===== src/rtl/crypto1_key_serializer.sv =====
// Crypto1 found-key bus transmitter: FIFO of candidate keys, shifted MSB-first on KEY_CLK falls.
// Define CRYPTO1_KEY_PARITY_EN to append an odd-parity bit after each key LSB.
module crypto1_key_serializer #(
  parameter int KEY_W = 48,
  parameter int DEPTH = 4
) (
  input  logic                     CLK,
  input  logic                     RESETn,
  input  logic [KEY_W-1:0]         KEY_IN,
  input  logic                     KEY_IN_VALID,
  input  logic                     SEARCH_DONE,
  input  logic                     KEY_CLK,
  output logic                     KEY_DATA,
  output logic                     KEY_VALID,
  output logic                     OVERFLOW,
  output logic [$clog2(DEPTH):0]   COUNT,
  output logic                     DONE
);

`ifdef CRYPTO1_KEY_PARITY_EN
  localparam int NB = KEY_W + 1;
`else
  localparam int NB = KEY_W;
`endif
  localparam int LAST = NB - 1;
  localparam int BW   = $clog2(NB);
  localparam int PW   = $clog2(DEPTH);
  localparam int CW   = PW + 1;

  typedef enum logic {IDLE, SEND} state_t;

  function automatic logic [NB-1:0] frame(input logic [KEY_W-1:0] k);
`ifdef CRYPTO1_KEY_PARITY_EN
    return {k, ~^k};
`else
    return k;
`endif
  endfunction

  state_t            state_q;
  logic [KEY_W-1:0]  mem [DEPTH];
  logic [PW-1:0]     rd_q, wr_q, rd_n;
  logic [BW-1:0]     bidx_q, bidx_n;
  logic              kclk_q;
  logic              fall, busy, last, pop, push, drop;
  logic [CW-1:0]     count_n;
  logic [KEY_W-1:0]  head_n;
  logic [NB-1:0]     word_n;
  logic              data_n;

  always_comb begin
    fall    = kclk_q & ~KEY_CLK;
    busy    = (state_q == SEND);
    last    = (bidx_q == BW'(LAST));
    pop     = fall & busy & last;
    push    = KEY_IN_VALID & ((COUNT != CW'(DEPTH)) | pop);
    drop    = KEY_IN_VALID & ~push;
    count_n = COUNT + CW'(push) - CW'(pop);
    rd_n    = rd_q + PW'(pop);
    bidx_n  = bidx_q;
    if (fall & busy)
      bidx_n = last ? '0 : bidx_q + BW'(1);
    // a key pushed into an otherwise empty FIFO becomes the head directly
    head_n  = ((COUNT - CW'(pop)) == '0) ? KEY_IN : mem[rd_n];
    word_n  = frame(head_n);
    data_n  = (count_n != '0) & word_n[BW'(LAST) - bidx_n];
  end

  always_ff @(posedge CLK) begin
    if (RESETn && push)
      mem[wr_q] <= KEY_IN;
  end

  always_ff @(posedge CLK) begin
    if (!RESETn) begin
      state_q   <= IDLE;
      rd_q      <= '0;
      wr_q      <= '0;
      bidx_q    <= '0;
      kclk_q    <= 1'b0;
      COUNT     <= '0;
      KEY_DATA  <= 1'b0;
      KEY_VALID <= 1'b0;
      OVERFLOW  <= 1'b0;
      DONE      <= 1'b0;
    end else begin
      kclk_q    <= KEY_CLK;
      rd_q      <= rd_n;
      wr_q      <= wr_q + PW'(push);
      bidx_q    <= bidx_n;
      COUNT     <= count_n;
      KEY_DATA  <= data_n;
      KEY_VALID <= (count_n != '0);
      state_q   <= (count_n != '0) ? SEND : IDLE;
      if (drop)
        OVERFLOW <= 1'b1;
      DONE      <= SEARCH_DONE & (COUNT == '0) & ~push;
    end
  end

endmodule


===== config.mk =====
export PLATFORM = sky130hd
export DESIGN_NAME = crypto1_key_serializer
export DESIGN_NICKNAME = d
export VERILOG_FILES = /design/src/rtl/crypto1_key_serializer.sv
export SDC_FILE = /design/constraint.sdc
export NUM_CORES = 1
export LEC_CHECK = 0
export BUFFER_PORTS_ARGS = -buffer_cell sky130_fd_sc_hd__buf_2
export CORE_ASPECT_RATIO = 1.5
export CORE_MARGIN = 3
export CORE_UTILIZATION = 55
export DETAILED_ROUTE_END_ITERATION = 16
export PLACE_DENSITY = 0.74
export RECOVER_POWER = 25
export SLEW_MARGIN = 20
export SYNTH_ARGS = -nofsm -noshare
export SYNTH_HDL_FRONTEND = slang
export SYNTH_SLANG_ARGS = --single-unit

===== constraint.sdc =====
create_clock -name CLK -period 7.6 [get_ports CLK]
set_input_delay 0.38 -clock CLK [delete_from_list [all_inputs] [get_ports CLK]]
set_output_delay 0.38 -clock CLK [all_outputs]
set_load 0.01 [all_outputs]

Word level (Yosys, flattened, before mapping). Memories as Yosys holds them, arrays and structs flattened. Cells that the tools add are included.

Bits in writable memories: 192. Bits of input ports: 53. Output and inout bits: 7. Memories: 1. Word-level logic and storage cells: 44. Flip-flop bits (word level): 19.

Bitwise gates (word level): 11. Equality and inequality tests: 2. Reductions and logical operators: 4. Magnitude comparators: 1. Multiplexer cells: 8. Add/subtract/negate cells: 7.

Memory list: mem (words 4, width 48, read ports 1, clocked after Yosys merged registers in 0, wr ports 1, RTL line 41) `logic [KEY_W-1:0] mem [DEPTH];`.

Operator list (count): 2-to-1 mux 48 bit (1); 2-to-1 mux 6 bit (2); AND 1 bit (8); < comparator 6 x 7 -> 1 bit, second input constant (1); adder 6 x 1 -> 6 bit, second input constant (1); binary-select mux 1 bit (select 6 bit) (1); == test 6 bit, second input constant (1); zero test 3 bit (2); subtractor 3 x 1 -> 3 bit (2); subtractor 6 bit, first input constant (1); adder 2 x 1 -> 2 bit (2); 2-to-1 mux 1 bit (4); adder 3 x 1 -> 3 bit (1); inequality test 3 bit, second input constant (1); nonzero test 3 bit (1); inverter 1 bit (2); logical AND 1 bit (1); OR 1 bit (1).

Longest topological paths before layout.
Depth in word-level cells: 10. Gate-level depth with buffers: 15. Gate-level depth less buffers: 15.

Least setup slack after synthesis. OpenSTA, ideal clock, no wires.

Kind: reg-to-reg. From: register bidx_q[1]. To: memory mem[1][0], enable pin. Setup time: 0.523 ns. Arrival time: 5.000 ns. Setup slack: 2.077 ns. Clock period less this slack: 5.523 ns. Required time: 7.077 ns. Stages on the path, launching flop included: 7. Path buffers: 0. Cells stage by stage: dfxtp_1 -> ha_1 -> and4b_1 -> nand2_1 -> a31oi_1 -> nand2_1 -> nor3b_1.

Longest elaborated chain between the ends: 7.

RTL lines: start, declared (RTL line 43) `logic [BW-1:0] bidx_q, bidx_n;`; start signal, assigned (RTL line 90) `bidx_q <= bidx_n;`; == test 6 bit (RTL line 54) `last = (bidx_q == BW'(LAST));`; AND 1 bit (RTL line 55) `pop = fall & busy & last;`; OR 1 bit (RTL line 56) `push = KEY_IN_VALID & ((COUNT != CW'(DEPTH)) | pop);`; AND 1 bit (RTL line 56); logical AND 1 bit (RTL line 70) `if (RESETn && push)`; 2-to-1 mux 1 bit (RTL line 70); 2-to-1 mux 1 bit (not written as such) (RTL line 71) `mem[wr_q] <= KEY_IN;`; end, declared (RTL line 41).

No other way between the ends.

Worst setup path after layout.
From: register bidx_q[0]. To: register KEY_DATA.

Longest elaborated chain between the ends: 8. Elaborated cells on any way between the ends: 19. Classes of those cells: add/sub (6); eq/ne (1); mux (5); bitwise (4); reduce/logical (2); memory (1).

RTL lines: parallel branches: the longest is 7 deep, another holds adder 6 x 1 -> 6 bit; AND 1 bit * (RTL line 66) `data_n = (count_n != '0) & word_n[BW'(LAST) - bidx_n];`; end signal, assigned (RTL line 92) `KEY_DATA <= data_n;`; end, declared (RTL line 13) `output logic KEY_DATA,`.

Every way passes the cells marked *. The select of a mux whose other input is x is not followed. A chain may end at the register's enable or synchronous reset.

==> impl_metrics.env <==
export IMPL_hold_buffers=0
export IMPL_synth_fp_nets=557
export IMPL_setup_tns_ns=0
export IMPL_critPathCaptureType="flip-flop"
export IMPL_share_comb_of_total_power=0.137
export IMPL_grt_total_usage=0.2220
export IMPL_buffer_ports_inserted=59
export IMPL_clk_transition_reported_paths_ns=0.07
export IMPL_antenna_found_initial=0
export IMPL_num_nets_final=622
export IMPL_internal_power_uw=2011
export IMPL_synthesis_yosys_warnings=0
export IMPL_clock_root_buffer="sky130_fd_sc_hd__clkbuf_16"
export IMPL_cts_htree_levels=1
export IMPL_floorplan_die_area_um2=17620
export IMPL_min_period_over_period=0.5292
export IMPL_routed_via_count=4904
export IMPL_finish_utilization=0.6342
export IMPL_insertion_delay_ns=0.49
export IMPL_dpl_hpwl_mm=11.37
export IMPL_postCtsSetupRepairBufs=0
export IMPL_max_clock_freq_mhz=248.7
export IMPL_worstMarginPinSlew_ns=0.9637
export IMPL_finalWirelength_mm=18.80
export IMPL_timing_clock_skew_ns=0.007998
export IMPL_mostFrequentLayoutCell="sky130_fd_sc_hd__edfxtp_1"
export IMPL_power_net_switching_uw=662.4
export IMPL_status="finished, final reports clean"
export IMPL_layout_area_overhead_vs_synth_pct=12.90
export IMPL_use_met2=0.3738
export IMPL_critical_path_arrival_ns=4.38
export IMPL_syn_area_um2=8817
export IMPL_grt_most_used_layer="met2"
export IMPL_clock_path_buffers=3
export IMPL_timing_final_hold_violations=0
export IMPL_synth_flop_cell="sky130_fd_sc_hd__edfxtp_1"
export IMPL_globalRouteMet1Util=0.2915
export IMPL_antenna_cells=0
export IMPL_dp_cells=744
export IMPL_critPathKind="flip-flop to flip-flop"
export IMPL_power_per_cell_area_nw_per_um2=268.5
export IMPL_ios=60
export IMPL_finalWorstPathRequiredPeriod_ns=4.022
export IMPL_crit_required_ns=7.96
export IMPL_wl_per_cell_um=24.07
export IMPL_cts_sinks=210
export IMPL_synth_edf_count=192
export IMPL_synth_yosys_seq_area_share=0.6948
export IMPL_setup_viol=0
export IMPL_drive_above_1_share=0.2266
export IMPL_initial_utilization=0.5618
export IMPL_layoutNonFillerInstCount=781
export IMPL_drt_antenna_violating_nets=0
export IMPL_placementRows=56
export IMPL_drtIter0Drc=378
export IMPL_synth_area_leader_cell="sky130_fd_sc_hd__edfxtp_1"
export IMPL_clkPwrFrac=0.355
export IMPL_tritoncts_clock_tree="yes"
export IMPL_synthCells=499
export IMPL_synth_area_leaders="sky130_fd_sc_hd__edfxtp_1 (65%), sky130_fd_sc_hd__mux4_2 (13%), sky130_fd_sc_hd__dfxtp_1 (4.1%)"
export IMPL_cts_resized=0
export IMPL_maxCapViolCount=0
export IMPL_share_of_the_synthesized_area_in_the_top_cell_type=0.6539
export IMPL_setup_repair_after_global_routing_missed_its_margin="false"
export IMPL_syn_area_per_cell_um2=17.67
export IMPL_dr_pass1_iters=4
export IMPL_grt_pass1_wl_mm=29.55
export IMPL_cp_start_kind="flip-flop"
export IMPL_post_route_drc_count=0
export IMPL_pre_cts_slack_ns=3.490
export IMPL_sw_frac_of_total=0.2478
export IMPL_gp_congestion=0.8854
export IMPL_tightest_hold_check_type="primary input to flip-flop"
export IMPL_pwr_share_seq=0.508
export IMPL_die_x_um=109.4
export IMPL_groute_layer_met3_usage=0.02759
export IMPL_fp_dieH_um=161.1
export IMPL_max_ir_drop_vdd_v=0.0001927
export IMPL_crit_path_max_fanout=49
export IMPL_first_global_vias=5236
export IMPL_setup_ws_ns=3.578
export IMPL_grt_max_degree=50
export IMPL_max_slew_margin_rel=0.3552
export IMPL_fin_worst_hold_slack_ns=0.08814
export IMPL_mean_number_of_vias_per_cell=6.279
export IMPL_most_common_layout_cells="sky130_fd_sc_hd__edfxtp_1 (192), sky130_fd_sc_hd__mux4_2 (49), sky130_fd_sc_hd__nand2_1 (47)"
export IMPL_p_leak_uw=0.003213
export IMPL_global_route_overflow_total=0
export IMPL_synth_register_bits=210
export IMPL_final_max_slew_viol_count=0
export IMPL_cts_made_buffers=20
export IMPL_synth_distinct_cells=59
export IMPL_core_um2=15700
export IMPL_ys_async_sr_fraction=0
## final cells by class
| class | count | area [um2] |
|---|---|---|
| clock buffer | 26 | 544.3 |
| multi-input combinational | 260 | 2586 |
| fill | 1148 | 5741 |
| sequential | 210 | 6126 |
| inverter | 3 | 11.26 |
| tap | 203 | 254.0 |
| timing repair buffer | 69 | 356.6 |
| clock inverter | 10 | 76.32 |
## power groups by stage
stage | combinational, uW | clock, uW | sequential, uW
after floorplan | 246 | 0 | 1380
after global placement | 362 | 0 | 1380
after detailed placement | 369 | 0 | 1380
after CTS | 371 | 964 | 1360
after global routing | 394 | 1010 | 1360
final | 367 | 949 | 1360
## logic make-up after synthesis
logic type	after synthesis	share of synthesized area
DFF	210	0.6948
adders and majority gates	5	0.007947
xor gates and xnor gates	7	0.006953
buffers and inverters	29	0.01731
and+or+nand+nor	108	0.06173
AOI/OAI and AO/OA	66	0.05648
muxes	74	0.1548
## worst max-delay path: stages, from the launching register on
cell	delay, ns
sky130_fd_sc_hd__dfxtp_1	0.49
sky130_fd_sc_hd__ha_1	0.34
sky130_fd_sc_hd__and4b_1	0.33
sky130_fd_sc_hd__nand2_1	0.13
sky130_fd_sc_hd__inv_1	0.14
sky130_fd_sc_hd__ha_4	0.17
sky130_fd_sc_hd__xor2_4	0.12
sky130_fd_sc_hd__buf_4	0.59
sky130_fd_sc_hd__mux4_2	0.40
sky130_fd_sc_hd__and3_1	0.19
sky130_fd_sc_hd__a211oi_1	0.22
sky130_fd_sc_hd__a31oi_1	0.06
sky130_fd_sc_hd__mux2_2	0.27
sky130_fd_sc_hd__o21ai_0	0.22
sky130_fd_sc_hd__nand4_1	0.14
## metrics by stage
stage	cell area (um2)	total power, uW
global placement	9340	1738
finish	9955	2673
global route	9955	2767
floorplan	8817	1629
detailed placement	9340	1752
CTS	9961	2693
## metal layers
layer / vias to the layer above / wire [um]
met5: - / 0
met1: 2503 / 7181
met4: 0 / 636
met3: 43 / 968
li1: 2168 / -
met2: 190 / 10010
## state kept, by name, indices dropped and copies added, names as in the netlist
register / count
bidx_q: 6
mem: 192
KEY_DATA: 1
DONE: 1
rd_q: 2
wr_q: 2
kclk_q: 1
OVERFLOW: 1
KEY_VALID: 1
COUNT: 3
## cells in the mapped netlist (3+ instances only)
master and instances:
sky130_fd_sc_hd__buf_2 8, sky130_fd_sc_hd__buf_6 3, sky130_fd_sc_hd__nand2_1 47, sky130_fd_sc_hd__edfxtp_1 192, sky130_fd_sc_hd__a21oi_1 8, sky130_fd_sc_hd__mux2i_1 19
sky130_fd_sc_hd__and3_1 7, sky130_fd_sc_hd__xor2_1 3, sky130_fd_sc_hd__clkbuf_1 9, sky130_fd_sc_hd__a211o_1 5, sky130_fd_sc_hd__a32oi_1 7, sky130_fd_sc_hd__nor3_1 5
sky130_fd_sc_hd__and2_1 15, sky130_fd_sc_hd__buf_1 3, sky130_fd_sc_hd__mux4_2 49, sky130_fd_sc_hd__buf_4 3, sky130_fd_sc_hd__ha_1 4, sky130_fd_sc_hd__inv_1 3
sky130_fd_sc_hd__xnor2_1 4, sky130_fd_sc_hd__a211oi_1 9, sky130_fd_sc_hd__mux2_2 5, sky130_fd_sc_hd__o21ai_0 7, sky130_fd_sc_hd__nor2_1 10, sky130_fd_sc_hd__nand3_1 6
sky130_fd_sc_hd__dfxtp_1 18, sky130_fd_sc_hd__a31oi_1 4, sky130_fd_sc_hd__o22ai_1 3, sky130_fd_sc_hd__nand4_1 3
## path summary, 6_finish.rpt
| kind | startpoint | endpoint | slack (ns) | depth (start not counted) |
|---|---|---|---|---|
| worst max-delay path | bidx_q[0] | KEY_DATA | 3.58 | 14 |
| worst min-delay path | KEY_IN_VALID | DONE | 0.09 | 2 |
| worst max register to register | bidx_q[0] | KEY_DATA | 3.58 | 14 |
| worst min register to register | OVERFLOW | OVERFLOW | 0.52 | 2 |
Note: power is estimated with default switching activity, not from simulation.
